## src/rtl/scan_ctrl.sv

```systemverilog
`default_nettype none
// ============================================================================
// Module   : scan_ctrl
// Purpose  : Scan-chain sequencer. Each accepted start shifts a pattern into
//            the DUT chain, grants a programmable number of functional
//            cycles, then shifts the chain out into a capture register.
// Revision : 1.0  initial release
// ============================================================================
module scan_ctrl #(
    parameter int CHAIN_LEN = 16,
    parameter int RUN_W     = 8
) (
    input  logic                 clk,
    input  logic                 reset,
    input  logic                 start,
    input  logic                 abort,
    input  logic [CHAIN_LEN-1:0] pattern,
    input  logic [RUN_W-1:0]     run_cycles,
    input  logic                 sout,
    output logic                 sin,
    output logic                 sen,
    output logic                 scan_ce,
    output logic                 func_en,
    output logic                 busy,
    output logic                 done,
    output logic [CHAIN_LEN-1:0] result
);

    localparam int               c_cnt_w    = $clog2(CHAIN_LEN) + 1;
    localparam logic [c_cnt_w-1:0] c_last_bit = c_cnt_w'(CHAIN_LEN - 1);

    typedef enum logic [2:0] {
        ST_IDLE      = 3'd0,
        ST_SHIFT_IN  = 3'd1,
        ST_RUN       = 3'd2,
        ST_SHIFT_OUT = 3'd3,
        ST_DONE      = 3'd4
    } state_t;

    state_t               r_state;
    logic [c_cnt_w-1:0]   r_bit_cnt;
    logic [RUN_W-1:0]     r_run_cnt;   // holds latched run_cycles, counts down in RUN
    logic [CHAIN_LEN-1:0] r_pattern;
    logic [CHAIN_LEN-1:0] r_cap;
    logic [CHAIN_LEN-1:0] r_result;
    logic                 w_pat_bit;

    // Pattern bit for the current shift-in cycle; bit 0 enters the chain first
    assign w_pat_bit = r_pattern[r_bit_cnt[c_cnt_w-2:0]];

    // Scan pins and status are decoded from registered state/counter only
    assign sen     = (r_state == ST_SHIFT_IN) || (r_state == ST_SHIFT_OUT);
    assign scan_ce = sen;
    assign sin     = (r_state == ST_SHIFT_IN) && w_pat_bit;
    assign func_en = (r_state == ST_RUN);
    assign busy    = (r_state != ST_IDLE);
    assign done    = (r_state == ST_DONE);
    assign result  = r_result;

    // Phase sequencer with operand latching and sout capture
    always_ff @(posedge clk) begin
        if (reset) begin
            r_state   <= ST_IDLE;
            r_bit_cnt <= '0;
            r_run_cnt <= '0;
            r_pattern <= '0;
            r_cap     <= '0;
            r_result  <= '0;
        end else if (abort && (r_state != ST_IDLE)) begin
            // Abort drops the run without touching the last good result
            r_state <= ST_IDLE;
        end else begin
            case (r_state)
                ST_IDLE: begin
                    if (start) begin
                        r_pattern <= pattern;
                        r_run_cnt <= run_cycles;
                        r_bit_cnt <= '0;
                        r_state   <= ST_SHIFT_IN;
                    end
                end
                ST_SHIFT_IN: begin
                    if (r_bit_cnt == c_last_bit) begin
                        r_bit_cnt <= '0;
                        r_state   <= (r_run_cnt != '0) ? ST_RUN : ST_SHIFT_OUT;
                    end else begin
                        r_bit_cnt <= r_bit_cnt + c_cnt_w'(1);
                    end
                end
                ST_RUN: begin
                    // Count down; the cycle holding 1 is the last functional cycle
                    if (r_run_cnt == RUN_W'(1)) begin
                        r_run_cnt <= '0;
                        r_state   <= ST_SHIFT_OUT;
                    end else begin
                        r_run_cnt <= r_run_cnt - RUN_W'(1);
                    end
                end
                ST_SHIFT_OUT: begin
                    // sout is the pre-edge last-flop value; it enters from the top
                    r_cap <= {sout, r_cap[CHAIN_LEN-1:1]};
                    if (r_bit_cnt == c_last_bit) begin
                        r_result <= {sout, r_cap[CHAIN_LEN-1:1]};
                        r_state  <= ST_DONE;
                    end else begin
                        r_bit_cnt <= r_bit_cnt + c_cnt_w'(1);
                    end
                end
                ST_DONE: begin
                    r_state <= ST_IDLE;
                end
                default: begin
                    r_state <= ST_IDLE;
                end
            endcase
        end
    end

endmodule
`default_nettype wire

```

## config.mk

```make
export PLATFORM = sky130hd
export DESIGN_NAME = scan_ctrl
export DESIGN_NICKNAME = d
export VERILOG_FILES = /design/src/rtl/scan_ctrl.sv
export SDC_FILE = /design/constraint.sdc
export NUM_CORES = 1
export LEC_CHECK = 0
export BUFFER_PORTS_ARGS = -buffer_cell sky130_fd_sc_hd__buf_2
export CAP_MARGIN = 20
export CORE_MARGIN = 1
export CORE_UTILIZATION = 50
export CTS_CLUSTER_SIZE = 10
export DETAILED_ROUTE_END_ITERATION = 8
export GPL_TIMING_DRIVEN = 0
export PLACE_DENSITY = 0.79
export SETUP_SLACK_MARGIN = 0.3
export SYNTH_ARGS = -nofsm -noshare
export SYNTH_HDL_FRONTEND = slang
export SYNTH_SLANG_ARGS = --single-unit
```

## constraint.sdc

```tcl
create_clock -name clk -period 2.25 [get_ports clk]
set_clock_uncertainty 0.05 [all_clocks]
set_input_delay 0.1125 -clock clk [delete_from_list [all_inputs] [get_ports clk]]
set_output_delay 0.1125 -clock clk [all_outputs]
set_load 0.05 [all_outputs]
```

Word-level counts from Yosys, hierarchy flattened
Cells that the tools add are included.

operators by class
  bitwise logic cells = 1
  reduce and logical (&&, ||, !) cells = 15
  muxes and demuxes = 15
  equal/unequal tests = 11
  $add $sub $neg = 2
  magnitude comparators = 1

operators by type and width
  operator                                                     number
  two-way mux 8 bit                                            2
  one-hot mux 8 bit (2 select lines)                           1
  two-way mux 5 bit                                            3
  one-hot mux 5 bit (3 select lines)                           1
  two-way mux 3 bit                                            4
  one-hot mux 3 bit (4 select lines)                           1
  AND reduction 3 bit                                          3
  == test 8 x 1 -> 1 bit (second input constant)               1
  AND reduction 4 bit                                          2
  nonzero test 8 bit                                           1
  subtractor 8 x 1 -> 8 bit (second input constant)            1
  == test 3 x 2 -> 1 bit (second input constant)               2
  != test 2 x 1 -> 1 bit (second input constant)               3
  nonzero test 3 bit                                           2
  adder 5 x 1 -> 5 bit (second input constant)                 1
  == test 5 x 4 -> 1 bit (second input constant)               1
  less-than comparator 4 x 5 -> 1 bit (second input constant)  1
  binary-select mux 1 bit (select 4 bit)                       1
  != test 2 bit (second input constant)                        2
  == test 3 x 1 -> 1 bit (second input constant)               1
  == test 3 bit (second input constant)                        1
  zero test 3 bit                                              1
  logical AND 1 bit                                            2
  two-way mux 1 bit                                            2
  5 further kinds                                              5

storage, ports and cells
  logic and storage cells = 51
  output and inout port bits = 22
  bits of input ports = 29
  register bits = 64

Depth between registers and ports, before layout
Gate-level depths: netlist of the first run.

  depth in word-level cells = 4
  mapped depth = 9
  gate-level depth less buffers = 8

Worst setup path before layout of the first run
No wires, ideal clock.

  path kind = reg2reg
  from = register r_bit_cnt[1]
  to = register r_bit_cnt[1]
  library setup time = 0.070 ns
  period minus slack after synthesis = 2.092 ns
  stages on the path, launching flop included = 9
  slack = 0.158 ns
  required time = 2.130 ns
  arrival time = 1.971 ns
  buffers on the path = 1
  cells stage by stage = dfxtp_1 -> ha_1 -> and3_1 -> ha_1 -> clkbuf_1 -> a21oi_1 -> mux2i_1 -> or4b_1 -> a21oi_1

between the ends
  longest elaborated chain between the ends = 3
  elaborated cells between the ends (all ways) = 7
  those cells by class = add/sub (1); eq/ne (2); mux (3); reduce/logical (1)

ends and longest elaborated chain
  what                                                                              line  text
  start: declaration                                                                41    logic [c_cnt_w-1:0] r_bit_cnt;
  start signal: assignment                                                          87    r_bit_cnt <= r_bit_cnt + c_cnt_w'(1);
  start signal: assignment                                                          106   r_bit_cnt <= r_bit_cnt + c_cnt_w'(1);
  adder 5 x 1 -> 5 bit / == test 5 x 4 -> 1 bit (equally long branches)             -
  two-way mux 5 bit, or another cell as far along                                   102   if (r_bit_cnt == c_last_bit) begin
  one-hot mux 5 bit (3 select lines) / AND reduction 4 bit (equally long branches)  -

Parallel ways exist; a longest one is shown, timed or not. The select of a mux whose other input is x is not followed.
A chain may end at the register's enable or synchronous reset.

Worst setup path after layout of the first run
  from = register r_bit_cnt[0]
  to = output sin

between the ends
  longest elaborated chain between the ends = 3

ends and longest elaborated chain
  what                                     line  text
  binary-select mux 1 bit (select 4 bit)   49    assign w_pat_bit = r_pattern[r_bit_cnt[c_cnt_w-2:0]];
  two-way mux 1 bit (not written as such)  49
  logical AND 1 bit                        54    assign sin = (r_state == ST_SHIFT_IN) && w_pat_bit;
  end: declaration                         20    output logic sin,

Every way passes these cells. The select of a mux whose other input is x is not followed.

==> results of run 1 <==
metrics by stage:
step / cell area [um2] / cells / total power, mW / setup TNS [ns]
detailed placement: 3190 / 467 / 1.49 / 0
floorplan: 2860 / 348 / 1.41 / 0
CTS: 3650 / 505 / 2.42 / -0.0498
finish: 3860 / 508 / 2.43 / -0.0396
global placement: 3190 / 467 / 1.48 / 0
global route: 3860 / 508 / 2.54 / -0.0984
cell families (layout without fill, tap and decap cells):
family	Yosys count	count (layout)	share of synthesized area [%]
adder cells (fa/ha/maj)	6	6	2.67
XOR/XNOR	1	1	0.311
multiplexers	8	8	5.60
AND/OR/NAND/NOR	148	148	23.7
flip-flops	63	63	44.8
buffers and inverters	33	123	5.16
AO/OA/AOI/OAI	89	89	17.7
path summary, 6_finish.rpt:
check | slack [ns] | to
worst max-delay path | -0.04 | sin
worst min-delay path | 0.02 | r_run_cnt[5]
worst max register to register | 0.06 | r_bit_cnt[1]
worst min register to register | 0.40 | result[12]
critical path, cell delays in order (launching register included):
cell and delay [ns]:
dfxtp_2 0.35, buf_8 0.13, mux4_2 0.50, mux4_2 0.48, and3_4 0.19, buf_8 0.14
what timing repair did:
action / CTS / global route
setup buffers: 5 / 2
pin swaps: 8 / 8
gates cloned: 0 / 1
hold buffers: 17 / 0
resized for setup: 26 / 48
endpoints found under the hold margin: 18 / 0
endpoints found under the setup margin: 13 / 34
synthesized netlist by cell type, types with 4 or more instances:
cell type    n  area [um2]
nand2_1    102         383
nor2_1      10        37.5
nand2b_1     6        37.5
inv_1        9        33.8
a21oi_1     59         295
ha_1         6        75.1
dfxtp_1     63        1260
buf_2        8        40.0
o21ai_0      7        35.0
mux4_1       4         105
a31oi_1      5        31.3
nor3_1       4        20.0
clkbuf_1    13        48.8
cell type report:
cell class	instances	area [um2]	area share [%]
sequential	63	1270	32.8
clock buffer	11	151	3.92
tap	70	87.6	2.27
clock inverter	5	32.5	0.842
inverter	10	37.5	0.972
multi-input combinational	252	1610	41.7
buffer	23	156	4.05
timing repair buffer	74	520	13.5
power by group through the flow:
stage,combinational [mW],sequential [mW],clock (mW)
after global routing,0.394,1.18,0.962
after CTS,0.343,1.17,0.903
after detailed placement,0.294,1.20,0
final,0.362,1.18,0.894
after global placement,0.285,1.20,0
after floorplan,0.213,1.19,0
registers in the layout, summed over array words and instances (netlist names):
register	count
r_pattern	16
r_state	3
r_cap	15
r_run_cnt	8
r_bit_cnt	5
result	16
routing by layer:
metal	part of all wire, %	vias to the layer above	GRT usage [%]
met2	50	109	43.4
li1	-	1366	-
met4	2.2	0	14.3
met1	43	1319	30.4
met3	4.9	16	4.40
met5	0	-	0
==> summary by stage, run 1 <==
Status
The flow ran to the end, but the final reports show violations. The checks that failed: setup timing.

Pwr
Net switching is 27.5% of the power. VDD sags by at most 0.470 mV. Summed over all cells, the static leakage comes to 1.61 nW.

The proportion of power drawn by flip-flops and latches is 48.4%. The switching power summed over all nets is 668 uW. The clock network burns 36.8% of the power. The combinational share of power is 14.9%.

The power density over the cells is 629 nW/um2. The total internal power is 1.76 mW.

Min path
The worst hold path was traced through 3 stages. The worst hold path class is in -> reg. The start point of the worst hold path is run_cycles[5].

Finish
The top cell types in the final layout, fill and taps aside, are nand2_1, dfxtp_1, buf_2. The number of filler instances in the final layout is 412. The antenna cell count is 0.

The layout overhead on the synthesized area is 37.3%. Cells fill 73.3% of the core in the end. The share of final-layout standard cells stronger than drive strength 1 is 29.7%. The most common library cell in the layout ignoring fill and taps is nand2_1. The net total in the final layout is 468.

Yosys
The synthesized area per cell is 8.09 um2. During synthesis, Yosys emitted a total of 0 warnings. Yosys mapped the design onto 46 distinct sky130hd cell types. The number of enable flip-flop cells after synthesis is 0. The async set-reset flop share out of synthesis is 0%. In the synthesized netlist the dominant register cell turns out to be dfxtp_1. In this run, synthesis produced a sequential element count of 63.

The mapped netlist covers 2810 um2. The number of instances in the synthesized netlist is 348. The number of nets in the synthesized netlist is 383. Of the synthesized area, sequential elements account for 44.8%.

Timing
Timing would allow up to 0.437 GHz. The max-slew headroom at the worst pin is 54.3%. Setup repair after global routing could not meet its margin everywhere.

The total setup violations reported at the end of the flow is 1. The smallest hold slack is 0.0150 ns. The final worst setup slack is -0.0396 ns. The number of max-slew violations in the final report is 0. The worst path uses 102% of the clock period.

The number of endpoints with negative hold slack in the final report is 0. The actual slew at the worst max-slew pin is 0.681 ns. For the finished layout, the period the worst path requires is 2.29 ns.

Route
The number of remaining DRC errors is 0. The iteration count of the initial detailed-routing pass is 5. The detailed-route wire length is 7390 um. After detailed routing, the average wire length per cell comes to 14.6 um. The count of nets left with antenna violations once routing finished came out at 0. The via total after detailed routing is 2810. Dividing the detail-routed via count by the number of cells gives 5.53. The number of design-rule violations left by the first detailed-router iteration is 220.

Setup path
For the worst flop-to-flop path, the logic depth is 10. STA classifies the critical path startpoint as a flop. STA classifies the critical path endpoint as an output pin. The arrival time reported for the critical path endpoint is 2.13 ns. The startpoint of the lowest-slack register-to-register path is r_bit_cnt[0]. The critical path start-end classification is reg -> out. For the worst setup path, the data required time is 2.09 ns. The timing startpoint of the critical path is r_bit_cnt[0]. The maximum fanout encountered on the critical timing path is 8.

Floorplanning
The core outline area is 5270 um2. The die covers 5930 um2. After floorplanning, the core was divided into 26 placement rows. The height of the chip is 77.0 um. The total I/O pin count is 51. The die width is 77.0 um. The effective utilization at floorplan is 53.4%.

CTS
The clock tree from TritonCTS is yes. The cell at the root of the clock tree is clkbuf_8. Counting every sink on the clock net gives 63. Clock-pin slew was measured on the worst setup and hold paths at 0.07 ns. Counting the buffers created by CTS gives 9. The clock latency at the later pin of the worst-skew pair is 0.33 ns. The maximum root-to-sink buffer count is 2. The H-tree depth reported by CTS is 3.

Place
Buffers placed on the I/O ports in this run total 49. The final weighted congestion of routability-driven global placement is 0.878. The pre-CTS setup slack is 0.120 ns. The wire-length estimate of the detail-placed layout is 4520 um.

GRT
For this run the aggregate overflow at the end of global routing stands at 0. For this run, the total global-route usage over all layers was measured as 25.5%. The number of global-route vias before repair is 2602. The maximum number of pins on one net before global-route repair is 12. The number of antenna violations at the first check in global routing was 0. The first global-routing pass estimated 11900 um of wire.

Run
The tool flagged a number of max-cap violations equal to 0.
Power figures use the tool's default switching activity.
==> run 2: changes to the inputs <==
--- a/config.mk
+++ b/config.mk
@@ -7,12 +7,15 @@
 export LEC_CHECK = 0
 export BUFFER_PORTS_ARGS = -buffer_cell sky130_fd_sc_hd__buf_2
 export CAP_MARGIN = 20
+export CELL_PAD_IN_SITES_DETAIL_PLACEMENT = 1
+export CELL_PAD_IN_SITES_GLOBAL_PLACEMENT = 1
 export CORE_MARGIN = 1
-export CORE_UTILIZATION = 50
+export CORE_UTILIZATION = 36
 export CTS_CLUSTER_SIZE = 10
 export DETAILED_ROUTE_END_ITERATION = 8
 export GPL_TIMING_DRIVEN = 0
-export PLACE_DENSITY = 0.79
+export MAX_ROUTING_LAYER = met4
+export PLACE_DENSITY = 0.77
 export SETUP_SLACK_MARGIN = 0.3
 export SYNTH_ARGS = -nofsm -noshare
 export SYNTH_HDL_FRONTEND = slang
==> summary by stage, run 2 (synthesized netlist as in run 1, its figures left out) <==
Status
The run finished, with violations left. The final reports fail on setup timing.

Timing
The highest clock frequency the design can meet is 0.435 GHz (-0.44%). The time the worst path needs with I/O delays and setup is 2.30 ns (+0.0101 ns). The smallest hold slack was 0.0177 ns (+0.00262 ns).

Setup repair after global routing could not meet its margin everywhere. The actual slew at the worst max-slew pin came to 0.679 ns (-0.00163 ns). The portion of the clock cycle consumed by the worst path in the final layout came to 102% (+0.45 points). The number of max-slew violations in the final report is 0 (unchanged). The total setup violations reported at the end of the flow came to 2 (+1). The max-slew headroom at the worst pin is 54.4% (+0.11 points).

The final worst setup slack is -0.0496 ns (-0.0101 ns). The number of endpoints with negative hold slack in the final report is 0 (unchanged). The final-layout setup total negative slack is -0.0555 ns (-0.0160 ns).

Finish
The top cell types in the final layout, fill and taps aside, are nand2_1, dfxtp_1, buf_2. The antenna cell count is 0 (unchanged). The layout overhead on the synthesized area is 38.0%.

The net total in the final layout is 472 (+0.85%). The share of final-layout standard cells stronger than drive strength 1 is 29.6% (-0.042 points). The most common library cell in the layout ignoring fill and taps is nand2_1. The final design area excluding fillers is 3880 um2 (+0.52%).

Pwr
The clock share of power is 38.4% (+1.6 points). The total power after layout is 2.49 mW (+2.5%). The combinational share of power came to 14.4% (-0.5 points). The switching power summed over all nets came to 699 uW (+4.6%). The total internal power came to 1.79 mW (+1.7%). The maximum vdd drop is 0.290 mV (-38%).

The power density over the cells is 641 nW/um2 (+1.9%). The proportion of power drawn by flip-flops and latches is 47.2% (-1.2 points). The switching fraction of total power is 28.0% (+0.56 points).

The leakage power is 1.57 nW (-2.1%).

Route
The via total after detailed routing was 2790 (-0.71%). The average routed wire per standard cell is 15.0 um (+2.9%). The number of antenna-violating nets in the routed design is 0 (unchanged). The number of remaining DRC errors came to 0 (unchanged).

The iteration count of the initial detailed-routing pass was 4 (-1). The post-detailed-route via-to-cell ratio is 5.16 (-6.8%). The detailed-route wire length is 8110 um (+9.6%). The number of design-rule violations left by the first detailed-router iteration came to 87 (-60%).

CTS
The clock tree from TritonCTS is yes. The clock slew seen by the registers of the worst setup and hold paths is 0.07 ns (about the same). The maximum root-to-sink buffer count is 2 (unchanged). The cell sitting at the root of the clock tree is a clkbuf_8. The clock latency at the later pin of the worst-skew pair is 0.34 ns (about the same). The number of sinks handled by clock tree synthesis is 63 (unchanged). The total clock buffers created by CTS is 9 (unchanged). The H-tree depth reported by CTS is 3 (unchanged).

Place
The port buffer count is 49 (unchanged). The final weighted congestion of routability-driven global placement came to 0.791 (-9.9%). The final HPWL from detailed placement is 5320 um (+18%). The placement-stage cell area was 3230 um2 (+1.1%). The pre-CTS setup slack came to 0.0894 ns (-0.0304 ns).

Setup path
STA classifies the critical path endpoint as an output pin. The critical path's most frequent cell is mux4_2. The arrival time reported for the critical path endpoint is 2.14 ns (about the same). The buffer and inverter count on the worst path is 2 (unchanged).

The startpoint identified for the worst register-to-register timing path is r_bit_cnt[0]. The slowest stage of the critical path is the mux4_2 cell. The setup path with the least slack is of type reg -> out. In this design, the largest share of critical-path delay is due to multiplexers. The largest stage delay on the critical path is 0.50 ns (about the same). The worst register-to-register path ends at r_bit_cnt[1].

The maximum fanout encountered on the critical timing path came to 7 (-1). The critical path goes through buf_6 -> mux4_2 -> mux4_2 -> and3_4 -> buf_8. The number of cells on the worst reg-to-reg path is 10 (unchanged). The required time reported for the critical path endpoint is 2.09 ns (about the same).

STA classifies the critical path startpoint as a flop. The slack of the worst reg-to-reg path is -0.01 ns (-0.07 ns).

Min path
The start point of the worst hold path is run_cycles[4]. The endpoint of the worst hold path is r_run_cnt[4]. The tightest min-delay check is of the in -> reg type. The count of cells along the worst hold path is 3 (unchanged).

GRT
The overall overflow remaining after global route was 0 (unchanged). The number of antenna violations at the first check in global routing came to 0 (unchanged). The global-route usage over all layers was 21.4% (-4.2 points). The maximum number of pins on one net before global-route repair is 12 (unchanged). The first-pass GRT wire length was 13600 um (+14%).

The number of global-route vias before repair is 2918 (+12%).

Run
The count of max-cap constraint violations is 0 (unchanged).

Floorplanning
The die width came to 90.4 um (+17%). The total I/O pin count is 51 (unchanged). The number of rows in the core area was 31 (+19%). The die area is 8170 um2 (+38%). The effective utilization at floorplan is 38.0% (-15 points). The core outline area is 7410 um2 (+41%). The height of the chip is 90.4 um (+17%).
run 2: power by group through the flow:
| stage | combinational [mW] | clock [mW] | sequential [mW] |
|---|---|---|---|
| floorplan | 0.213 | 0 | 1.19 |
| global placement | 0.293 | 0 | 1.20 |
| detailed placement | 0.302 | 0 | 1.20 |
| CTS | 0.349 | 0.980 | 1.18 |
| global route | 0.391 | 1.02 | 1.18 |
| finish | 0.358 | 0.956 | 1.18 |
run 2: worst max-delay path by stage:
stage                            start      endpoint  slack, ns  cells after the start
final                     r_bit_cnt[0]           sin      -0.05                      5
after global routing      r_bit_cnt[0]           sin      -0.09                      5
after CTS                 r_bit_cnt[0]           sin      -0.07                      5
after detailed placement  r_bit_cnt[1]  r_bit_cnt[1]       0.09                      8
after global placement    r_bit_cnt[1]  r_bit_cnt[1]       0.11                      8
after floorplan           r_bit_cnt[1]  r_bit_cnt[1]       0.29                      8
run 2: worst register-to-register path, cell delays in order, from the launching register on:
cell and delay [ns]:
dfxtp_2 0.33, buf_4 0.13, buf_6 0.11, ha_4 0.15, and3_4 0.18, ha_4 0.16
buf_8 0.13, a21oi_4 0.18, mux2i_4 0.10, or4b_4 0.54, a21oi_2 0.12
run 2: layer usage:
layer | wire length (um) | global-route usage (%) | part of all wire (%) | vias to the layer above
met1 | 3730 | 25.5 | 46 | 1353
met4 | 110 | 7.39 | 1.4 | 0
met3 | 212 | 4.04 | 2.6 | 14
met2 | 4050 | 36.0 | 50 | 45
met5 | 0 | - | 0 | -
li1 | - | - | - | 1378
run 2: metrics by stage:
stage               std cells  util (%)
floorplan                 348         -
global placement          496      43.5
detailed placement        496      43.5
CTS                       538      50.3
global route              541      52.4
finish                    541      52.4
run 2: repair_timing:
item                                   in CTS  in global routing
setup endpoints to repair                  15                 35
setup buffers                               6                  3
pin swaps                                   4                  7
resized for setup                          24                 47
hold buffers                               19                  0
endpoints found under the hold margin      20                  0
gates cloned                                1                  0
run 2: area by class of cell:
cell class              instances  area (um2)
flip-flops and latches         63        1270
fillers                       900        3520
inverters                      10        37.5
clock inverters                 4        27.5
plain buffers                  23         153
well taps                      99         124
multi-input cells             252        1570
repair buffers                 78         542
clock buffers                  12         165
